==> src/rtl/rs_latch_arbiter.sv <==
// rs_latch_arbiter: round-robin arbiter serialising write requests from four
// requesters onto four gated RS NOR latches.
//
// Each write runs a SETUP / PULSE / HOLD sequence. During SETUP the set or
// reset line is driven first. During PULSE the gate enable is high for
// PULSE_CYC cycles while the lines stay stable. During HOLD the lines are
// still held and the requester receives a one-cycle ack.
//
// Optional feature: define RS_SKIP_REDUNDANT_EN to short-circuit grants whose
// command matches the value already held in the latch. Such a grant goes
// through a single SKIP cycle with ack and no latch activity.
module rs_latch_arbiter #(
    parameter int PULSE_CYC = 2
) (
    input  logic       clk,
    input  logic       rst,
    input  logic [3:0] req,
    input  logic [3:0] cmd,
    input  logic [7:0] idx,
    output logic [3:0] ack,
    output logic       busy,
    output logic       lat_en,
    output logic [3:0] lat_s,
    output logic [3:0] lat_r,
    output logic [3:0] q_shadow
);

    // Reject pulse widths the 4-bit counter cannot represent (or zero).
    generate
        if (PULSE_CYC < 1 || PULSE_CYC > 15) begin : g_bad_pulse_cyc
            $error("rs_latch_arbiter: PULSE_CYC must be in 1..15");
        end
    endgenerate

    localparam logic [3:0] PULSE_LAST = 4'(PULSE_CYC);

`ifdef RS_SKIP_REDUNDANT_EN
    typedef enum logic [2:0] {
        IDLE  = 3'd0,
        SETUP = 3'd1,
        PULSE = 3'd2,
        HOLD  = 3'd3,
        SKIP  = 3'd4
    } state_t;
`else
    typedef enum logic [1:0] {
        IDLE  = 2'd0,
        SETUP = 2'd1,
        PULSE = 2'd2,
        HOLD  = 2'd3
    } state_t;
`endif

    state_t     state_reg;
    logic [1:0] ptr_reg;
    logic [3:0] cnt_reg;
    logic [1:0] gnt_id_reg;
    logic [1:0] gnt_lat_reg;
    logic       gnt_cmd_reg;
    logic [3:0] ack_reg;
    logic       busy_reg;
    logic       lat_en_reg;
    logic [3:0] lat_s_reg;
    logic [3:0] lat_r_reg;
    logic [3:0] q_shadow_reg;

    // Requests rotated so that bit 0 is the requester at the round-robin pointer.
    logic [3:0] rot_req;
    genvar gi;
    generate
        for (gi = 0; gi < 4; gi++) begin : g_rot
            assign rot_req[gi] = req[ptr_reg + 2'(gi)];
        end
    endgenerate

    logic       grant_valid;
    logic [1:0] grant_off;
    logic [1:0] grant_id;
    logic       sel_cmd;
    logic [1:0] sel_lat;
    logic [3:0] sel_onehot;

    // Pick the first requester at or after the pointer and fetch its command and target latch.
    always_comb begin
        grant_valid = |req;
        grant_off   = 2'd0;
        for (int i = 3; i >= 0; i--) begin
            if (rot_req[i]) begin
                grant_off = 2'(i);
            end
        end
        grant_id   = ptr_reg + grant_off;
        sel_cmd    = cmd[grant_id];
        sel_lat    = idx[{grant_id, 1'b0} +: 2];
        sel_onehot = 4'b0001 << sel_lat;
    end

    // Arbitration and latch-drive sequencer. Every output is produced by a register.
    always_ff @(posedge clk) begin
        if (rst) begin
            state_reg    <= IDLE;
            ptr_reg      <= 2'd0;
            cnt_reg      <= 4'd0;
            gnt_id_reg   <= 2'd0;
            gnt_lat_reg  <= 2'd0;
            gnt_cmd_reg  <= 1'b0;
            ack_reg      <= 4'd0;
            busy_reg     <= 1'b0;
            lat_en_reg   <= 1'b0;
            lat_s_reg    <= 4'd0;
            lat_r_reg    <= 4'd0;
            q_shadow_reg <= 4'd0;
        end else begin
            case (state_reg)
                IDLE: begin
                    ack_reg    <= 4'd0;
                    lat_en_reg <= 1'b0;
                    lat_s_reg  <= 4'd0;
                    lat_r_reg  <= 4'd0;
                    if (grant_valid) begin
                        // Capture the grant so that later input changes cannot disturb the write.
                        gnt_id_reg  <= grant_id;
                        gnt_lat_reg <= sel_lat;
                        gnt_cmd_reg <= sel_cmd;
                        ptr_reg     <= grant_id + 2'd1;
                        busy_reg    <= 1'b1;
`ifdef RS_SKIP_REDUNDANT_EN
                        if (sel_cmd == q_shadow_reg[sel_lat]) begin
                            // The latch already holds this value, so acknowledge without pulsing it.
                            ack_reg   <= 4'b0001 << grant_id;
                            state_reg <= SKIP;
                        end else begin
                            lat_s_reg <= sel_cmd ? sel_onehot : 4'd0;
                            lat_r_reg <= sel_cmd ? 4'd0 : sel_onehot;
                            state_reg <= SETUP;
                        end
`else
                        lat_s_reg <= sel_cmd ? sel_onehot : 4'd0;
                        lat_r_reg <= sel_cmd ? 4'd0 : sel_onehot;
                        state_reg <= SETUP;
`endif
                    end
                end
                SETUP: begin
                    lat_en_reg <= 1'b1;
                    cnt_reg    <= 4'd1;
                    state_reg  <= PULSE;
                end
                PULSE: begin
                    if (cnt_reg == PULSE_LAST) begin
                        // Close the gate while S/R stay held, then report completion.
                        lat_en_reg                <= 1'b0;
                        ack_reg                   <= 4'b0001 << gnt_id_reg;
                        q_shadow_reg[gnt_lat_reg] <= gnt_cmd_reg;
                        state_reg                 <= HOLD;
                    end else begin
                        cnt_reg <= cnt_reg + 4'd1;
                    end
                end
                HOLD: begin
                    ack_reg   <= 4'd0;
                    lat_s_reg <= 4'd0;
                    lat_r_reg <= 4'd0;
                    cnt_reg   <= 4'd0;
                    busy_reg  <= 1'b0;
                    state_reg <= IDLE;
                end
`ifdef RS_SKIP_REDUNDANT_EN
                SKIP: begin
                    ack_reg   <= 4'd0;
                    busy_reg  <= 1'b0;
                    state_reg <= IDLE;
                end
`endif
                default: begin
                    ack_reg    <= 4'd0;
                    busy_reg   <= 1'b0;
                    lat_en_reg <= 1'b0;
                    lat_s_reg  <= 4'd0;
                    lat_r_reg  <= 4'd0;
                    cnt_reg    <= 4'd0;
                    state_reg  <= IDLE;
                end
            endcase
        end
    end

    assign ack      = ack_reg;
    assign busy     = busy_reg;
    assign lat_en   = lat_en_reg;
    assign lat_s    = lat_s_reg;
    assign lat_r    = lat_r_reg;
    assign q_shadow = q_shadow_reg;

endmodule
==> config.mk <==
export PLATFORM = sky130hd
export DESIGN_NAME = rs_latch_arbiter
export DESIGN_NICKNAME = d
export VERILOG_FILES = /design/src/rtl/rs_latch_arbiter.sv
export SDC_FILE = /design/constraint.sdc
export NUM_CORES = 1
export LEC_CHECK = 0
export CAP_MARGIN = 0
export CORE_MARGIN = 4
export CORE_UTILIZATION = 52
export CTS_CLUSTER_DIAMETER = 200
export DETAILED_ROUTE_END_ITERATION = 6
export GPL_TIMING_DRIVEN = 0
export PLACE_DENSITY = 0.8
export SLEW_MARGIN = 20
export SYNTH_ARGS = -nofsm -noshare
export SYNTH_HDL_FRONTEND = slang
export SYNTH_SLANG_ARGS = --single-unit
==> constraint.sdc <==
create_clock -name clk -period 3.42 [get_ports clk]
set_input_delay 0.342 -clock clk [delete_from_list [all_inputs] [get_ports clk]]
set_output_delay 0.342 -clock clk [all_outputs]
set_load 0.02 [all_outputs]
==> impl_summary.log <==
INFO  metric final.setup.tns = 0 ns
INFO  metric die_y = 69.11 um
INFO  metric total_power = 1.893 mW
INFO  metric cts_post_setup_buffers_inserted = 0
INFO  metric fin_crit_sh = 88.29%
INFO  metric synth-main-ff-cell = sky130_fd_sc_hd__dfxtp_1
INFO  metric remaining_routing_drc_violations = 0
INFO  metric finalWeightedCongestion = 0.8549
INFO  metric ys_seq_area_share = 31.96%
INFO  metric die_ar = 4776 um2
INFO  metric yosysWarningCount = 0
INFO  metric worst_r2r_startpoint = ptr_reg[0]
INFO  metric synth_xor_area_share = 0.4510%
INFO  metric detail_route.wirelength = 4.451 mm
INFO  metric ratio_of_cells_with_drive_above_1_in_the_final_layout = 10.36%
INFO  metric routedWlPerCell = 13.65 um
INFO  metric groute.usage.overall = 19.17%
INFO  metric max_slew.worst_pin.slew = 1.081 ns
INFO  metric post_synth_mux_area_share = 8.441%
INFO  metric clock-sinks = 31
INFO  metric postSynthCellCount = 240
INFO  metric status = finished, final reports clean
INFO  metric syn_nets = 265
INFO  metric filler_cell_count = 301
INFO  metric cts.hold.buffers_added = 0
INFO  metric hold_path.class = flop to flop
INFO  metric worst_r2r_path_depth = 12
INFO  metric worst_ep_required_time = 3.59 ns
INFO  metric finish.net_count = 304
INFO  metric worst_hold_startpoint = ack[1]
INFO  metric timing.final.crit_period = 3.019 ns
INFO  metric post-dp-hpwl = 3.180 mm
INFO  metric postSynthRegisterBits = 31
INFO  metric port_buffers = 32
INFO  metric detail_route.first_pass.iterations = 4
INFO  metric setup_viol = 0
INFO  metric max-vdd-ir-drop = 0.3941 mV
INFO  metric async_reset_ff_share = 0%
INFO  metric switching_share_of_total_power = 41.04%
INFO  metric antenna-diode-count = 0
INFO  metric max_freq = 0.3312 GHz
INFO  metric htree_num_levels = 2
INFO  metric antenna_found_initial = 0
INFO  metric synth-simple-area-share = 28.48%
INFO  metric die_width = 69.11 um
INFO  metric synth_area = 1942 um2
INFO  metric io_pins = 36
INFO  metric maxSlewViolCount = 0
INFO  metric power.share.clock = 19.8%
INFO  metric synth_top_family_by_area = simple AND/OR/NAND/NOR gates
INFO  metric whs_endpoint = ack[1]
INFO  metric design.core.area = 3468 um2
INFO  metric numPlacedInstances = 318
INFO  metric clkTransAtPathRegs = 0.06 ns
INFO  metric yosysUniqueCellTypes = 48
INFO  metric net-switching-power = 776.9 uW
INFO  metric power-per-cell-area = 774.6 nW/um2
INFO  metric regToRegEndpoint = lat_s[2]
INFO  metric insertion_delay = 0.29 ns
INFO  metric p_leak = 0.9193 nW
INFO  metric whs_path_depth = 2
INFO  metric final_common_cell = sky130_fd_sc_hd__nor2_1
INFO  metric power.sequential.fraction = 29.1%
INFO  metric rsz0062_at_grt = false
INFO  metric tritoncts = done
INFO  metric startpoint_kind_of_the_worst_setup_timing_path = flop
INFO  metric ant_nets = 0
INFO  metric vias = 1853
INFO  metric final_cell_count_no_fill = 326
INFO  metric headroom_to_the_max_slew_limit = 26.95%
INFO  metric hold_violations = 0
INFO  metric total_congestion_overflow = 0
INFO  metric drtIter0Drc = 149
INFO  metric maxCapViolations = 0
INFO  metric worst_setup_path_end_kind = flop
INFO  metric placementRows = 21
INFO  metric comb_power_share = 51.2%
INFO  metric post_synth_edffs = 0
INFO  metric cts_max_path_buffers = 2
INFO  metric critical_path_peak_fanout = 10
INFO  metric area_growth = 25.84%
INFO  metric viasPerCell = 5.684
INFO  metric worst_path_arrival = 3.19 ns
INFO  metric internal_power = 1.116 mW
INFO  metric setup.reg_to_reg.worst_slack = 0.40 ns
INFO  metric effective_utilization_at_floorplan = 55.99%
INFO  metric worst_clock_skew = 0.007408 ns
INFO  metric post_synth.cell_area_avg = 8.091 um2
INFO  metric ctsRootBufferMaster = sky130_fd_sc_hd__clkbuf_8
INFO  metric synth_adder_area_share = 4.510%
INFO  metric cts_made_buffers = 5
INFO  metric wire_length_of_the_first_global_routing_pass = 7.672 mm
INFO  metric via_count_of_the_first_global_routing_pass = 1726
INFO  metric grt_start_max_net_pins = 11
INFO  metric most-common-layout-cells = sky130_fd_sc_hd__nor2_1, sky130_fd_sc_hd__clkdlybuf4s50_1, sky130_fd_sc_hd__dfxtp_1, sky130_fd_sc_hd__nand2_1, sky130_fd_sc_hd__a21oi_1
INFO  metric synth-compound-area-share = 20.68%
INFO  metric criticalPathCategory = flop to flop
[critical path: stages (launching register included)]
cell and delay (ns):
sky130_fd_sc_hd__dfxtp_1 0.51, sky130_fd_sc_hd__clkbuf_2 0.28, sky130_fd_sc_hd__nor2_1 0.09, sky130_fd_sc_hd__nand2_1 0.06, sky130_fd_sc_hd__o21ai_0 0.08, sky130_fd_sc_hd__o21ai_0 0.18, sky130_fd_sc_hd__nand3_1 0.10, sky130_fd_sc_hd__ha_1 0.31
sky130_fd_sc_hd__buf_2 0.28, sky130_fd_sc_hd__mux2i_1 0.45, sky130_fd_sc_hd__or2_2 0.20, sky130_fd_sc_hd__nor2_1 0.04, sky130_fd_sc_hd__a221o_1 0.34
[metrics by stage]
step	hold WS (ns)	util, %	cell area (um2)	setup slack [ns]
2_1_floorplan	0.4704	-	1942	0.6917
3_3_place_gp	0.4582	66.88	2320	0.1097
3_5_place_dp	0.4665	66.88	2320	0.1211
4_1_cts	0.4775	70.27	2437	0.2242
5_1_grt	0.4974	70.45	2444	0.1140
6_report	0.4719	70.45	2444	0.4006
[worst max path at each step]
stage | to | from | slack [ns]
global route | lat_r[1] | ptr_reg[0] | 0.11
global placement | lat_r[0] | req[0] | 0.11
finish | lat_s[2] | ptr_reg[0] | 0.40
detailed placement | lat_r[0] | req[0] | 0.12
floorplan | gnt_lat_reg[0] | ptr_reg[0] | 0.69
CTS | lat_r[0] | ptr_reg[0] | 0.22
[Yosys cell counts (4+ instances only)]
cell                       number  share of area [%]
sky130_fd_sc_hd__nand3_1        4                1.0
sky130_fd_sc_hd__nand2_1       20                3.9
sky130_fd_sc_hd__nand2b_1       8                2.6
sky130_fd_sc_hd__inv_1          7                1.4
sky130_fd_sc_hd__a21oi_1       14                3.6
sky130_fd_sc_hd__clkbuf_1       7                1.4
sky130_fd_sc_hd__o21ai_0        9                2.3
sky130_fd_sc_hd__nor3b_1        4                1.5
sky130_fd_sc_hd__nor2b_1        5                1.6
sky130_fd_sc_hd__nor3_1        10                2.6
sky130_fd_sc_hd__buf_2          4                1.0
sky130_fd_sc_hd__or3_1          5                1.6
sky130_fd_sc_hd__ha_1           7                4.5
sky130_fd_sc_hd__a221o_1        8                4.1
sky130_fd_sc_hd__mux2i_1       13                6.7
sky130_fd_sc_hd__dfxtp_1       31                 32
sky130_fd_sc_hd__nor2_1        41                7.9
[what timing repair did]
item                                   in CTS  in global routing
setup endpoints to repair                   0                  6
endpoints found under the hold margin       0                  0
gates resized for setup                     0                  3
[layer usage]
layer	routed length (um)	up-vias	global-route usage [%]
met3	265	10	4.942
met2	2036	58	30.61
met5	0	-	0
met4	59	0	5.857
met1	2089	846	25.27
li1	-	939	-
[power groups by stage]
stage | logic, mW | clock network [mW] | registers (mW)
6_report | 0.969 | 0.374 | 0.550
5_1_grt | 1.08 | 0.395 | 0.566
4_1_cts | 0.956 | 0.378 | 0.551
3_5_place_dp | 0.948 | 0 | 0.558
3_3_place_gp | 0.935 | 0 | 0.554
2_1_floorplan | 0.659 | 0 | 0.591
[layout make-up]
type	count	area [um2]	share of cell area, %
multi-input combinational	187	1220	49.92
sequential	31	620.6	25.40
timing repair buffer	32	320.3	13.11
clock buffer	6	82.58	3.379
buffer	15	81.33	3.328
tap	46	57.56	2.355
clock inverter	2	35.03	1.434
inverter	7	26.28	1.075
[cell families after synthesis]
logic type      after synthesis
buf+inv                      22
compound gates               52
xor+xnor                      1
simple gates                111
mux                          16
flops                        31
fa+ha+maj                     7
Power figures use the tool's default switching activity.
